File: config.mk
export PLATFORM = sky130hd
export DESIGN_NAME = seg_display_scanner
export DESIGN_NICKNAME = d
export VERILOG_FILES = /design/src/rtl/seg_display_scanner.sv
export SDC_FILE = /design/constraint.sdc
export NUM_CORES = 1
export LEC_CHECK = 0
export BUFFER_PORTS_ARGS = -buffer_cell sky130_fd_sc_hd__buf_4
export CORE_UTILIZATION = 41
export CTS_BUF_LIST = sky130_fd_sc_hd__clkbuf_2
export CTS_CLUSTER_SIZE = 28
export DETAILED_ROUTE_END_ITERATION = 10
export PLACE_DENSITY_LB_ADDON = 0.12
export SYNTH_ARGS = -nofsm -noshare
export SYNTH_HDL_FRONTEND = slang
export SYNTH_SLANG_ARGS = --single-unit
export TNS_END_PERCENT = 50
File: constraint.sdc
create_clock -name clk -period 6.2 [get_ports clk]
set_clock_uncertainty 0.15 [all_clocks]
set_input_delay 1.55 -clock clk [delete_from_list [all_inputs] [get_ports clk]]
set_output_delay 1.55 -clock clk [all_outputs]
set_load 0.1 [all_outputs]
File: src/rtl/seg_display_scanner.sv
// seg_display_scanner: scans NUM_DIGITS common-anode 7-segment digits through
// one shared binary_to_segment decoder. Each digit slot starts with a short
// all-anodes-off guard to hide ghosting. New digit values are double-buffered
// and only become visible at a frame boundary, so a frame never mixes old and
// new digits.
module seg_display_scanner #(
  parameter int NUM_DIGITS   = 4,
  parameter int REFRESH_DIV  = 50000,
  parameter int BLANK_CYCLES = 16
) (
  input  logic                    clk,
  input  logic                    rst,
  input  logic                    load,
  input  logic [4*NUM_DIGITS-1:0] digits_in,
  input  logic [NUM_DIGITS-1:0]   digit_en,
  output logic [3:0]              bin_out,
  output logic [NUM_DIGITS-1:0]   an,
  output logic                    load_ack,
  output logic                    frame_done
);

  localparam int CW = (REFRESH_DIV > 1) ? $clog2(REFRESH_DIV) : 1;
  localparam int IW = $clog2(NUM_DIGITS);
  localparam logic [CW-1:0] CntMax = CW'(REFRESH_DIV - 1);
  localparam logic [IW-1:0] IdxMax = IW'(NUM_DIGITS - 1);

  // The scan sits idle for one cycle after reset so the first visible slot
  // cycle is the one after the first unreset edge.
  typedef enum logic {
    ST_START,
    ST_SCAN
  } state_t;

  state_t state;
  state_t state_next;
  logic   advance;

  logic [CW-1:0]           cnt;
  logic [IW-1:0]           idx;
  logic [4*NUM_DIGITS-1:0] active;
  logic [4*NUM_DIGITS-1:0] shadow;
  logic                    pending;
  logic                    wrap_flag;
  logic                    ack_flag;

  logic                    slot_end;
  logic                    frame_wrap;
  logic                    in_blank;
  logic [3:0]              cur_code;
  logic [NUM_DIGITS-1:0]   sel;

  // State register for the start-up sequencer.
  always_ff @(posedge clk) begin
    if (rst) state <= ST_START;
    else     state <= state_next;
  end

  // Leave the start state after one cycle and keep scanning from then on.
  always_comb begin
    state_next = state;
    case (state)
      ST_START: state_next = ST_SCAN;
      default:  state_next = ST_SCAN;
    endcase
  end

  // Counters only move once the sequencer is scanning.
  always_comb begin
    advance = 1'b0;
    if (state == ST_SCAN) advance = 1'b1;
  end

  assign slot_end   = advance && (cnt == CntMax);
  assign frame_wrap = slot_end && (idx == IdxMax);

  generate
    if (BLANK_CYCLES == 0) begin : g_noblank
      assign in_blank = 1'b0;
    end else begin : g_blank
      localparam logic [CW-1:0] BlankLim = CW'(BLANK_CYCLES);
      assign in_blank = (cnt < BlankLim);
    end
  endgenerate

  // Pick the code and one-hot anode position for the digit being scanned.
  always_comb begin
    cur_code = active[{idx, 2'b00} +: 4];
    sel      = NUM_DIGITS'(1) << idx;
  end

  // Slot counter and digit index; the index steps when a slot ends.
  always_ff @(posedge clk) begin
    if (rst) begin
      cnt <= '0;
      idx <= '0;
    end else if (advance) begin
      if (cnt == CntMax) begin
        cnt <= '0;
        idx <= (idx == IdxMax) ? '0 : idx + 1'b1;
      end else begin
        cnt <= cnt + 1'b1;
      end
    end
  end

  // Double buffer: loads land in shadow and move to active only at the frame
  // wrap; a load in the wrap cycle itself goes straight to active.
  always_ff @(posedge clk) begin
    if (rst) begin
      active  <= '0;
      shadow  <= '0;
      pending <= 1'b0;
    end else begin
      if (load) shadow <= digits_in;
      if (frame_wrap) begin
        if (load)         active <= digits_in;
        else if (pending) active <= shadow;
        pending <= 1'b0;
      end else if (load) begin
        pending <= 1'b1;
      end
    end
  end

  // Remember a frame wrap so its pulses line up with digit 0's first cycle.
  always_ff @(posedge clk) begin
    if (rst) begin
      wrap_flag <= 1'b0;
      ack_flag  <= 1'b0;
    end else begin
      wrap_flag <= frame_wrap;
      ack_flag  <= frame_wrap && (pending || load);
    end
  end

  // Registered pin drivers: code, active-low anodes and the two pulses.
  always_ff @(posedge clk) begin
    if (rst) begin
      bin_out    <= 4'd0;
      an         <= '1;
      load_ack   <= 1'b0;
      frame_done <= 1'b0;
    end else begin
      frame_done <= wrap_flag;
      load_ack   <= ack_flag;
      if (advance) begin
        bin_out <= digit_en[idx] ? cur_code : 4'd0;
        an      <= (digit_en[idx] && !in_blank) ? ~sel : '1;
      end else begin
        bin_out <= 4'd0;
        an      <= '1;
      end
    end
  end

endmodule
# --- After elaboration in Yosys (flattened, before gate mapping) ---
# Index checks and enable logic that the tools add are counted.
totals:
  wordCells: 44
  register_bits: 64
classes:
  n_reduce_logical: 12
  addsub: 2
  n_eq_ne: 2
  muxes: 8
  shift: 2
  magnitude_cmp: 2
  bitwise_logic: 4
op_table:
  columns: ["cell", "count"]
  rows:
  - ["two-way mux 16 bit", 3]
  - ["adder 16 x 1 -> 16 bit (second input constant)", 1]
  - ["equality test 16 bit (second input constant)", 1]
  - ["< comparator 16 x 5 -> 1 bit (second input constant)", 1]
  - ["variable part select 16 x 5 -> 4 bit", 1]
  - ["OR reduction 3 bit", 2]
  - ["logical AND 1 bit", 4]
  - ["inverter 4 bit", 1]
  - ["AND reduction 2 bit", 2]
  - ["<< shifter 1 x 2 -> 4 bit (first input constant)", 1]
  - ["< comparator 2 x 3 -> 1 bit (second input constant)", 1]
  - ["two-way mux 1 bit", 3]
  - ["inverter 1 bit", 3]
  - ["adder 2 x 1 -> 2 bit (second input constant)", 1]
  - ["binary-select mux 1 bit (select 2 bit)", 1]
  - ["equality test 2 bit (second input constant)", 1]
  - ["two-way mux 2 bit", 1]
  - ["nonzero test 2 bit", 1]
  - ["OR reduction 2 bit", 1]
  - ["zero test 1 bit", 1]
  - ["logical OR 1 bit", 1]

# --- Logic depth before layout (Yosys ltp) ---
logic_depth:
  ltp_word: 5
  ltp_mapped: 6
  mapped_depth_nobuf: 5

# --- Least setup slack after synthesis ---
# No wires, ideal clock.
synth_path:
  kind: "input-to-reg"
  from: "input port load"
  to: "register active[10]"
  setup_ns: 0.121
  setup_slack_ns: 3.223
  n_path_buf: 2
  arrival_ns: 2.706
  cell_stages: 5
  path_cell_list: "buf_6 > nor2_1 > nor4b_4 > buf_6 > mux2_2"
synth_via:
  elab_chain_cells: 2
  word_cells_on_any_way: 3
synth_lines:
  columns: ["item", "line_no", "rtl"]
  rows:
  - ["start, declared", "13", "input logic load,"]
  - ["nonzero test 2 bit (no line)", null, null]
  - ["AND reduction 2 bit (no line)", null, null]
  - ["end signal, assigned", "116", "if (load) active <= digits_in;"]
  - ["end signal, assigned", "117", "else if (pending) active <= shadow;"]
  - ["end, declared", "40", "logic [4*NUM_DIGITS-1:0] active;"]
# Parallel ways exist; a longest one is shown, timed or not.
# A chain may end at the register's enable or synchronous reset.

# --- Worst setup path after layout ---
# Same ends and word-level chain as after synthesis.

==> results.py <==
metrics = {
    "timing": {
        "setup_viol": 0,
        "rsz0062_at_grt": "false",
        "post-route-period-util_pct": 50.0,
        "hold_viol": 0,
        "clock.fmax_ghz": 0.323,
        "drv_slew": 0,
        "max_slew_margin_pct": 23.1,
        "tns_ns": 0,
        "fin_crit_ns": 3.10,
        "worst_slew_pin_slew_ns": 1.15,
        "fin_ws_ns": 3.10,
    },
    "critical_path": {
        "path_max_fanout": 17,
        "timing.rr.start": "cnt[10]",
        "rr_worst_depth": 4,
        "arrival_ns": 3.33,
        "r2r_slack_ns": 3.22,
        "startpoint": "load",
        "endpoint": "active[10]",
        "path_cells": "buf_4 -> nor2_1 -> nor4b_4 -> mux2_2",
        "path_class": "primary input to flop",
        "critPathRequiredTime_ns": 6.43,
        "crit_path_top_delay_cell": "nor4b_4",
        "cp-end-kind": "flop",
        "reg2reg_to": "active[10]",
        "max_stage_delay_ns": 0.91,
        "crit_path_start_kind": "primary input",
    },
    "cts": {
        "cts_buffers": 9,
        "clock_latency_ns": 0.50,
        "cts_max_path_buffers": 2,
        "cts_resized": 0,
        "hold_buffers": 0,
        "cts_tree": "yes",
        "cts_root_buf": "clkbuf_2",
        "cts_max_level": 3,
        "clk_pin_slew_ns": 0.18,
        "postCtsSetupBuffers": 0,
        "clock_sinks": 64,
    },
    "global_route": {
        "antenna_found_initial": 0,
        "grtUsageMet2_pct": 25.1,
        "grt_pass1_vias": 1667,
        "met1_usage_pct": 19.1,
        "grt_pass1_wl_um": 7780,
        "grt_max_degree": 41,
        "grt-ovfl-total": 0,
        "grt.total_usage_pct": 15.8,
        "met3_usage_pct": 6.26,
        "busiest_layer": "met2",
    },
    "finish": {
        "fin_util_pct": 50.6,
        "antenna_cells": 0,
        "nFillCells": 581,
        "drive_above_1_share_pct": 29.5,
        "area_growth_syn_to_layout_pct": 15.8,
        "fin_nets": 308,
    },
    "route": {
        "vias": 1822,
        "totalWireLength_um": 4620,
        "drt_first_pass_iters": 4,
        "drt-wirelength-per-cell_um": 12.8,
        "antenna_left": 0,
        "drc": 0,
        "first_iter_violations": 70,
        "vias_per_cell": 5.06,
    },
    "floorplanning": {
        "die_w_um": 82.4,
        "core_area_um2": 6060,
        "die_h_um": 82.4,
        "fp.dieArea_um2": 6790,
        "core.rowCount": 28,
        "io_pins": 33,
        "start_util_pct": 43.7,
    },
    "run": {
        "drv_cap": 0,
    },
    "power": {
        "power_density_nw_per_um2": 257,
        "p_leak_nw": 1.25,
        "peakVddDrop_mv": 0.224,
        "power.total_mw": 0.789,
    },
    "yosys": {
        "netlist_area_um2": 2650,
        "synth_cell_types": 36,
        "syn_inst": 248,
        "yosysSeqAreaShare_pct": 48.3,
        "syn_avg_cell_area_um2": 10.7,
        "synth_nets": 276,
        "yosys_warnings": 0,
        "synth-seq-cells": 64,
    },
    "placed_design": {
        "port_buffers": 32,
        "dpl_worst_slack_ns": 2.56,
        "place.gp.congestion": 0.802,
        "dp.final_hpwl_um": 3060,
    },
    "hold_path": {
        "min_from": "wrap_flag",
        "hold_path_class": "flop to flop",
    },
    "status": {
        "status": "completed",
    },
}
report_power, final:
| part | internal (mW) | switching [mW] |
|---|---|---|
| combinational | 0.0186 | 0.0176 |
| clock | 0.175 | 0.154 |
| sequential | 0.420 | 0.00380 |
cell families after synthesis:
group           Yosys count  synth area share, %
buf+inv                  15                 3.59
flops                    64                 48.3
xor+xnor                 13                 4.29
fa+ha+maj                 5                 2.36
compound gates           12                 2.64
simple gates            101                 21.8
mux                      38                 17.0
final cells by class:
cell class,instances,area [um^2],share of cell area (%)
Timing Repair Buffer,32,240,7.83
Inverter,4,15.0,0.489
Tap cell,75,93.8,3.06
Clock buffer,9,45.0,1.47
Clock inverter,7,119,3.87
Sequential cell,64,1280,41.7
Multi-Input combinational cell,169,1270,41.5
worst max-delay path, delay by kind of cell:
family	cells	cell delay, ns
buffers and inverters	1	0.28
and+or+nand+nor	2	1.08
muxes	1	0.41
stage by stage:
stage | std cells | instance area [um^2] | hold slack, ns
floorplan | 248 | 2650 | 0.264
global route | 360 | 3070 | 0.318
global placement | 344 | 2910 | 0.273
CTS | 360 | 3070 | 0.317
detailed placement | 344 | 2910 | 0.291
finish | 360 | 3070 | 0.315
worst min-delay path by stage:
| stage | endpoint | slack [ns] | cells past startpoint |
|---|---|---|---|
| after detailed placement | load_ack | 0.29 | 1 |
| final | frame_done | 0.32 | 1 |
| after CTS | load_ack | 0.32 | 1 |
| after floorplan | frame_done | 0.26 | 1 |
| after global routing | load_ack | 0.32 | 1 |
| after global placement | frame_done | 0.27 | 1 |
layout by cell type, fill, tap and decap left out, types with 2 or more instances in the layout:
master / synthesis / layout
a211oi_1: 2 / 2
a21oi_1: 4 / 4
and2b_2: 10 / 10
and4_1: 2 / 2
buf_4: 0 / 32
bufinv_16: 0 / 3
clkbuf_2: 1 / 9
dfxtp_1: 64 / 64
ha_1: 5 / 5
inv_1: 4 / 4
mux2_2: 17 / 17
mux2i_1: 17 / 17
mux4_2: 4 / 4
nand2_1: 9 / 9
nand3_1: 6 / 6
nand4_1: 9 / 9
nor2_1: 34 / 34
nor2b_1: 13 / 13
nor3_1: 4 / 4
nor4_1: 4 / 4
o21ai_0: 3 / 3
or4_1: 2 / 2
or4_4: 2 / 2
xnor2_1: 8 / 8
xor2_1: 5 / 5
Yosys cell counts:
master,n,area (um^2)
a211oi_1,2,15.0
o31ai_1,1,7.51
xor2_1,5,43.8
clkbuf_8,2,27.5
nor3_1,4,20.0
mux2i_1,17,170
nor3b_1,1,7.51
and3_1,1,6.26
or4_1,2,15.0
ha_1,5,62.6
nand4_1,9,56.3
nor2_1,34,128
and4_1,2,17.5
o21ai_0,3,15.0
buf_2,2,10.0
mux4_2,4,90.1
and2b_2,10,87.6
nor4_1,4,25.0
nor2b_1,13,81.3
inv_1,4,15.0
mux2_2,17,191
o211ai_1,1,7.51
clkbuf_2,1,5.00
or3_2,1,7.51
nand2_1,9,33.8
or4_4,2,22.5
nor4b_4,1,23.8
or4_2,1,8.76
xnor2_1,8,70.1
or2_2,1,6.26
buf_6,2,22.5
a21oi_1,4,20.0
nand3_1,6,30.0
o21ai_1,1,5.00
dfxtp_1,64,1280
clkbuf_1,4,15.0
registers in the layout, summed over array words and instances, names as in the netlist:
name / count
active: 16
load_ack: 1
ack_flag: 1
wrap_flag: 1
idx: 2
cnt: 16
an: 4
shadow: 16
state: 1
bin_out: 4
pending: 1
frame_done: 1
layer usage:
metal | part of all wire (%) | up-vias
met4 | 1.5 | 0
met2 | 45 | 38
met5 | 0 | -
li1 | - | 922
met3 | 4.9 | 10
met1 | 48 | 852
(Power assumes the default switching activity.)
